## src/rtl/gpio_pkg.sv

```systemverilog
// gpio_pkg: GPIO register offsets shared by the input and output sides
package gpio_pkg;
  localparam logic [11:0] GPIO_SW_VAL  = 12'h024;
  localparam logic [11:0] GPIO_KEY_VAL = 12'h028;
  localparam logic [11:0] GPIO_KEY_PND = 12'h02C;
  localparam logic [11:0] GPIO_IRQ_MSK = 12'h030;
endpackage

```

## src/rtl/key_debouncer.sv

```systemverilog
// key_debouncer: accepts a key level change only after DEBOUNCE_CYCLES stable cycles
module key_debouncer #(
  parameter int DEBOUNCE_CYCLES = 500000
) (
  input  logic clk,
  input  logic rst,
  input  logic raw_n,
  output logic level,
  output logic rise
);
  localparam int CW = DEBOUNCE_CYCLES > 1 ? $clog2(DEBOUNCE_CYCLES) : 1;
  logic [CW-1:0] cnt_q, cnt_d;
  logic db_q, db_d, pressed, done;
  always_comb begin
    pressed = ~raw_n;
    done    = (pressed != db_q) && (cnt_q == CW'(DEBOUNCE_CYCLES - 1));
    cnt_d   = (pressed == db_q || done) ? '0 : cnt_q + 1'b1;
    db_d    = done ? pressed : db_q;
  end
  always_ff @(posedge clk) begin
    if (rst) begin
      cnt_q <= '0;
      db_q  <= 1'b0;
    end else begin
      cnt_q <= cnt_d;
      db_q  <= db_d;
    end
  end
  assign level = db_q;
  assign rise  = done & ~db_q;
endmodule

```

## src/rtl/gpio_input.sv

```systemverilog
// gpio_input: synchronised switches, debounced keys, W1C key-press pending bits and masked IRQ
module gpio_input
  import gpio_pkg::*;
#(
  parameter int NUM_SW          = 10,
  parameter int NUM_KEYS        = 4,
  parameter int DEBOUNCE_CYCLES = 500000
) (
  input  logic                clk,
  input  logic                rst,
  input  logic                CS,
  input  logic                REN,
  input  logic                WEN,
  input  logic [11:0]         Addr,
  input  logic [31:0]         DataIn,
  input  logic [NUM_SW-1:0]   SW,
  input  logic [NUM_KEYS-1:0] KEY,
  output logic [31:0]         DataOut,
  output logic                IRQ
);
  logic [NUM_SW-1:0]   sw_s1_q, sw_s2_q;
  logic [NUM_KEYS-1:0] key_s1_q, key_s2_q, db, rise;
  logic [NUM_KEYS-1:0] pend_q, pend_d, mask_q, mask_d, clr;
  logic [31:0]         dout_q, dout_d, rdata;
  logic                irq_q, irq_d, rd, wr;
  logic                unused_data;
  assign unused_data = ^DataIn[31:NUM_KEYS];
  for (genvar i = 0; i < NUM_KEYS; i++) begin : g_key
    key_debouncer #(.DEBOUNCE_CYCLES(DEBOUNCE_CYCLES)) u_db (
      .clk   (clk),
      .rst   (rst),
      .raw_n (key_s2_q[i]),
      .level (db[i]),
      .rise  (rise[i])
    );
  end
  always_comb begin
    rd     = CS & REN;
    wr     = CS & WEN;
    clr    = (wr && Addr == GPIO_KEY_PND) ? DataIn[NUM_KEYS-1:0] : '0;
    pend_d = (pend_q & ~clr) | rise;
    mask_d = (wr && Addr == GPIO_IRQ_MSK) ? DataIn[NUM_KEYS-1:0] : mask_q;
    rdata  = Addr == GPIO_SW_VAL  ? 32'(sw_s2_q) :
             Addr == GPIO_KEY_VAL ? 32'(db)      :
             Addr == GPIO_KEY_PND ? 32'(pend_q)  :
             Addr == GPIO_IRQ_MSK ? 32'(mask_q)  : '0;
    dout_d = rd ? rdata : dout_q;
    irq_d  = |(pend_q & mask_q);
  end
  always_ff @(posedge clk) begin
    if (rst) begin
      sw_s1_q  <= '0;
      sw_s2_q  <= '0;
      key_s1_q <= '1;
      key_s2_q <= '1;
      pend_q   <= '0;
      mask_q   <= '0;
      dout_q   <= '0;
      irq_q    <= 1'b0;
    end else begin
      sw_s1_q  <= SW;
      sw_s2_q  <= sw_s1_q;
      key_s1_q <= KEY;
      key_s2_q <= key_s1_q;
      pend_q   <= pend_d;
      mask_q   <= mask_d;
      dout_q   <= dout_d;
      irq_q    <= irq_d;
    end
  end
  assign DataOut = dout_q;
  assign IRQ     = irq_q;
endmodule

```

## config.mk

```make
export PLATFORM = sky130hd
export DESIGN_NAME = gpio_input
export DESIGN_NICKNAME = d
export VERILOG_FILES = /design/src/rtl/gpio_pkg.sv /design/src/rtl/key_debouncer.sv /design/src/rtl/gpio_input.sv
export SDC_FILE = /design/constraint.sdc
export NUM_CORES = 1
export LEC_CHECK = 0
export BUFFER_PORTS_ARGS = -buffer_cell sky130_fd_sc_hd__buf_4
export CAP_MARGIN = 10
export CORE_UTILIZATION = 50
export CTS_CLUSTER_SIZE = 12
export DETAILED_ROUTE_END_ITERATION = 10
export MAX_ROUTING_LAYER = met4
export PLACE_DENSITY_LB_ADDON = 0.12
export SLEW_MARGIN = 40
export SYNTH_ARGS = -nofsm -noshare
export SYNTH_HDL_FRONTEND = slang
export SYNTH_SLANG_ARGS = --single-unit
```

## constraint.sdc

```tcl
create_clock -name clk -period 2.2 [get_ports clk]
set_input_delay 0.22 -clock clk [delete_from_list [all_inputs] [get_ports clk]]
set_output_delay 0.22 -clock clk [all_outputs]
set_load 0.1 [all_outputs]
```

# == Word level (Yosys, flattened, before mapping) ==
# Cells that the tools add are included.
# totals
out_inout_bits,33
elab_cells,74
input_bits,63
regBits,149
# classes
n_mux,5
n_addsub,4
bitwise,18
n_reduce_logical,15
n_eq_ne,16
# ops
operator,count
"adder 19 x 1 -> 19 bit, second input constant",4
"== test 19 bit, second input constant",4
"== test 12 x 6 -> 1 bit, second input constant",4
two-way mux 4 bit,4
two-way mux 10 bit,1
bitwise AND 4 bit,2
NOT 1 bit,8
OR reduction 2 bit,4
bitwise AND 1 bit,6
logical AND 1 bit,6
== test 1 bit,4
logical OR 1 bit,4
inequality test 1 bit,4
NOT 4 bit,1
bitwise OR 4 bit,1
OR reduction 4 bit,1

# == Logic depth before layout (Yosys ltp) ==
# depth
ltp_word,6
mapped_depth,8
mapped_depth_nobuf,5

# == By module ==
# From an unflattened synthesis, not the netlist that was laid out.
# unflattened
cells_unflattened,579
hier_area_um2,5450.2
# by_module_without_submodules
module,area_per_inst_um2,cells_each,n_inst,seq_area_each_um2
key_debouncer,917.1,104,4,400.4
gpio_input,1781.7,163,1,940.9

# == Worst setup path before layout ==
# Ideal clock, no wire load.
# synth_timing
kind,register -> register
from,register g_key[0].u_db.cnt_q[0]
to,register g_key[0].u_db.cnt_q[10]
arrival_ps,1670
period_less_slack_ps,1787
stages_incl_launch_ff,8
t_required_ps,2083
n_path_buf,2
setup_time_ps,117
path_slack_ps,413
path_cell_list,dfxtp_1 > ha_1 > and4_1 > buf_2 > nand4_2 > o31ai_4 > buf_2 > nor2_1
# synth_between
elab_chain_cells,4
word_cells_on_any_way,5
classes_between,1 x add/sub; 1 x eq/ne; 3 x reduce/logical
# synth_lines
item,line,text
start: declaration,key_debouncer.sv:12,"logic [CW-1:0] cnt_q, cnt_d;"
start signal: assignment,key_debouncer.sv:25,cnt_q <= cnt_d;
branches (longest 4 deep; another with adder 19 x 1 -> 19 bit),n/a,
# Several ways; the timed one is not identified.
# A chain may end at the register's enable or synchronous reset.

# == Worst setup path in the final report ==
# layout_timing
from,register g_key[2].u_db.cnt_q[12]
to,register g_key[2].u_db.cnt_q[18]
# layout_between
elab_chain_cells,4
word_cells_on_any_way,5
classes_between,1 x add/sub; 1 x eq/ne; 3 x reduce/logical
# layout_lines
item,line
start: declaration,key_debouncer.sv:12
start signal: assignment,key_debouncer.sv:25
branches (longest 4 deep; another with adder 19 x 1 -> 19 bit),n/a
# Several ways; the timed one is not identified.

==> results_dict.tcl <==
set metrics [dict create \
    ys_warn_count 0 \
    clk_pin_slew_ns 0.06 \
    grt_pass1_vias 4204 \
    port_buffers 45 \
    fp.dieW_um 107 \
    fin_skew_ns 0.00599 \
    ir_drop_mv 0.606 \
    worstPathRequired_ns 2.59 \
    num_antenna_cells 0 \
    totalWireLength_um 11200 \
    drtPass1Iterations 4 \
    hpwl_um 7630 \
    yosysSeqAreaShare 0.459 \
    grt_antenna_before_repair 0 \
    yosys_register_bits 127 \
    die_h_um 107 \
    hp-class "input port to flip-flop" \
    async_flop_share 0 \
    cts_buffers 17 \
    synth_cell_types 54 \
    drv_slew 0 \
    synth.area.top_cells "dfxtp_1, xor2_1, nor2_1" \
    crit_arrival_ns 2.25 \
    powerDensity_mw_per_mm2 824 \
    start_kind "flip-flop" \
    wl_per_cell_um 13.6 \
    setup_tns_ns 0 \
    io_pins 96 \
    netlist_instances 600 \
    clockBufferDepth 2 \
    crit_fanout 19 \
    finish.utilization 0.621 \
    path_class "flip-flop to flip-flop" \
    placementRows 38 \
    layout_common_cells "dfxtp_1, nor2_1, buf_4, nand3_1" \
    routed_via_density 5.33 \
    hold_ws_ns 0.0343 \
    cts_resized 0 \
    num_vias 4379 \
    final_common_cell "dfxtp_1" \
    ant_nets 0 \
    synth-edff-count 0 \
    drc 0 \
    power_mw 5.52 \
    status "finished clean" \
    htree_levels 4 \
    layout_setup_ws_ns 0.348 \
    finalHoldViolCount 0 \
    clock_sinks 127 \
    fmax_mhz 540 \
    drt_iter0_markers 264 \
    dieArea_mm2 0.0115 \
    syn_area_mm2 0.00554 \
    place.gp.congestion 0.827 \
    synth-main-ff-cell "dfxtp_1" \
    synth_top_area_frac 0.459 \
    period_needed_ns 1.85 \
    finalCritPeriodShare 0.842 \
    overflow 0 \
    end_kind "flip-flop" \
    worst_pin_slew_ns 0.570 \
    syn_to_final_growth_pct 21.1 \
    dp_slack_ns 0.305 \
    start_util 0.513 \
    clockRootBuffer "clkbuf_8" \
    grt_max_degree 55 \
    nNetsFinal 735 \
    setup_viol 0 \
    relSlewSlack 0.620 \
    grtUsageTotal 0.217 \
    rsz0062_at_grt "false" \
    yosys.area.top_type "dfxtp_1" \
    clk_latency_ns 0.52 \
    drive_gt1_frac 0.159 \
    coreArea_mm2 0.0108 \
    avgSynthCellArea_um2 9.23 \
    power.leakage_nw 2.36 \
    grt_pass1_wl_um 19000 \
    maxCapViolCount 0 \
    tritoncts "built" \
]
metrics by stage:
| step | cells | instance area (um^2) |
|---|---|---|
| 2_1_floorplan | 621 | 5620 |
| 6_report | 821 | 6710 |
| 5_1_grt | 821 | 6710 |
| 3_5_place_dp | 771 | 5920 |
| 4_1_cts | 821 | 6710 |
| 3_3_place_gp | 771 | 5920 |
sequential cells by signal (all words and copies together) (netlist names), 10 cells and up:
signal and flops:
DataOut 10, g_key.u_db.cnt_q 76, sw_s1_q 10, sw_s2_q 10
synthesized netlist by cell type, types with 2 or more instances:
cell type and number:
o21ai_0 16, a31oi_1 4, or4_1 7, mux2i_1 4, nor3_1 7, buf_4 24, nor3b_1 2, nand2_1 29
nor2b_1 21, ha_1 4, buf_2 6, a21oi_1 32, nand4b_1 4, a22o_1 6, inv_1 11, or3_1 14
nand4_1 18, or4_4 2, a211o_1 6, nand3_1 33, nor2_1 68, and3_1 10, buf_6 2, and4_1 12
a21o_1 3, nor4_1 9, o31ai_1 9, dfxtp_1 127, o41ai_1 3, xnor2_1 20, and2_1 2, xor2_1 32
mux2_2 2, nand2b_1 2, clkbuf_1 12, nor4bb_1 2, a311oi_1 3, a22oi_1 4, or4b_1 3, or2_2 11
metal layers:
metal | track usage | wire [um]
met5 | - | 0
met4 | 0.0851 | 140
met3 | 0.0760 | 600
met2 | 0.332 | 5210
met1 | 0.263 | 5240
final timing paths:
path                      startpoint                      end  slack, ns  depth (start not counted)
min reg2reg              key_s1_q[0]              key_s2_q[0]       0.41                          1
min                          Addr[4]               DataOut[1]       0.03                          4
max reg2reg  g_key[2].u_db.cnt_q[12]  g_key[2].u_db.cnt_q[18]       0.35                          5
max          g_key[2].u_db.cnt_q[12]  g_key[2].u_db.cnt_q[18]       0.35                          5
logic make-up after synthesis:
logic type / after synthesis / share of synthesized area
simple gates: 267 / 0.277
fa+ha+maj: 4 / 0.00904
flops: 127 / 0.459
buf+inv: 56 / 0.0585
other cells: 1 / 0.000677
xor+xnor: 52 / 0.0822
compound gates: 87 / 0.102
mux: 6 / 0.0113
what timing repair did:
item	CTS	global route
hold buffers	18	0
hold endpoints to repair	22	0
buffers inserted	0	0
cell type report:
type / count / area (um^2)
clock buffers: 21 / 439
clock inverters: 11 / 164
fillers: 924 / 4090
inverters: 11 / 41.3
multi-input cells: 438 / 2750
flip-flops and latches: 127 / 2540
well taps: 140 / 175
repair buffers: 73 / 593
worst max-delay path, stage by stage (launching register included):
cell,delay (ns)
dfxtp_1,0.35
or4b_1,0.59
nor4_4,0.32
a211o_1,0.17
buf_4,0.23
a21oi_1,0.08
power by group:
part | switching (mW) | total [mW] | internal, mW
registers | 0.00988 | 2.34 | 2.33
clock network | 0.974 | 2.84 | 1.86
logic | 0.252 | 0.347 | 0.0952
(Power assumes the default switching activity.)
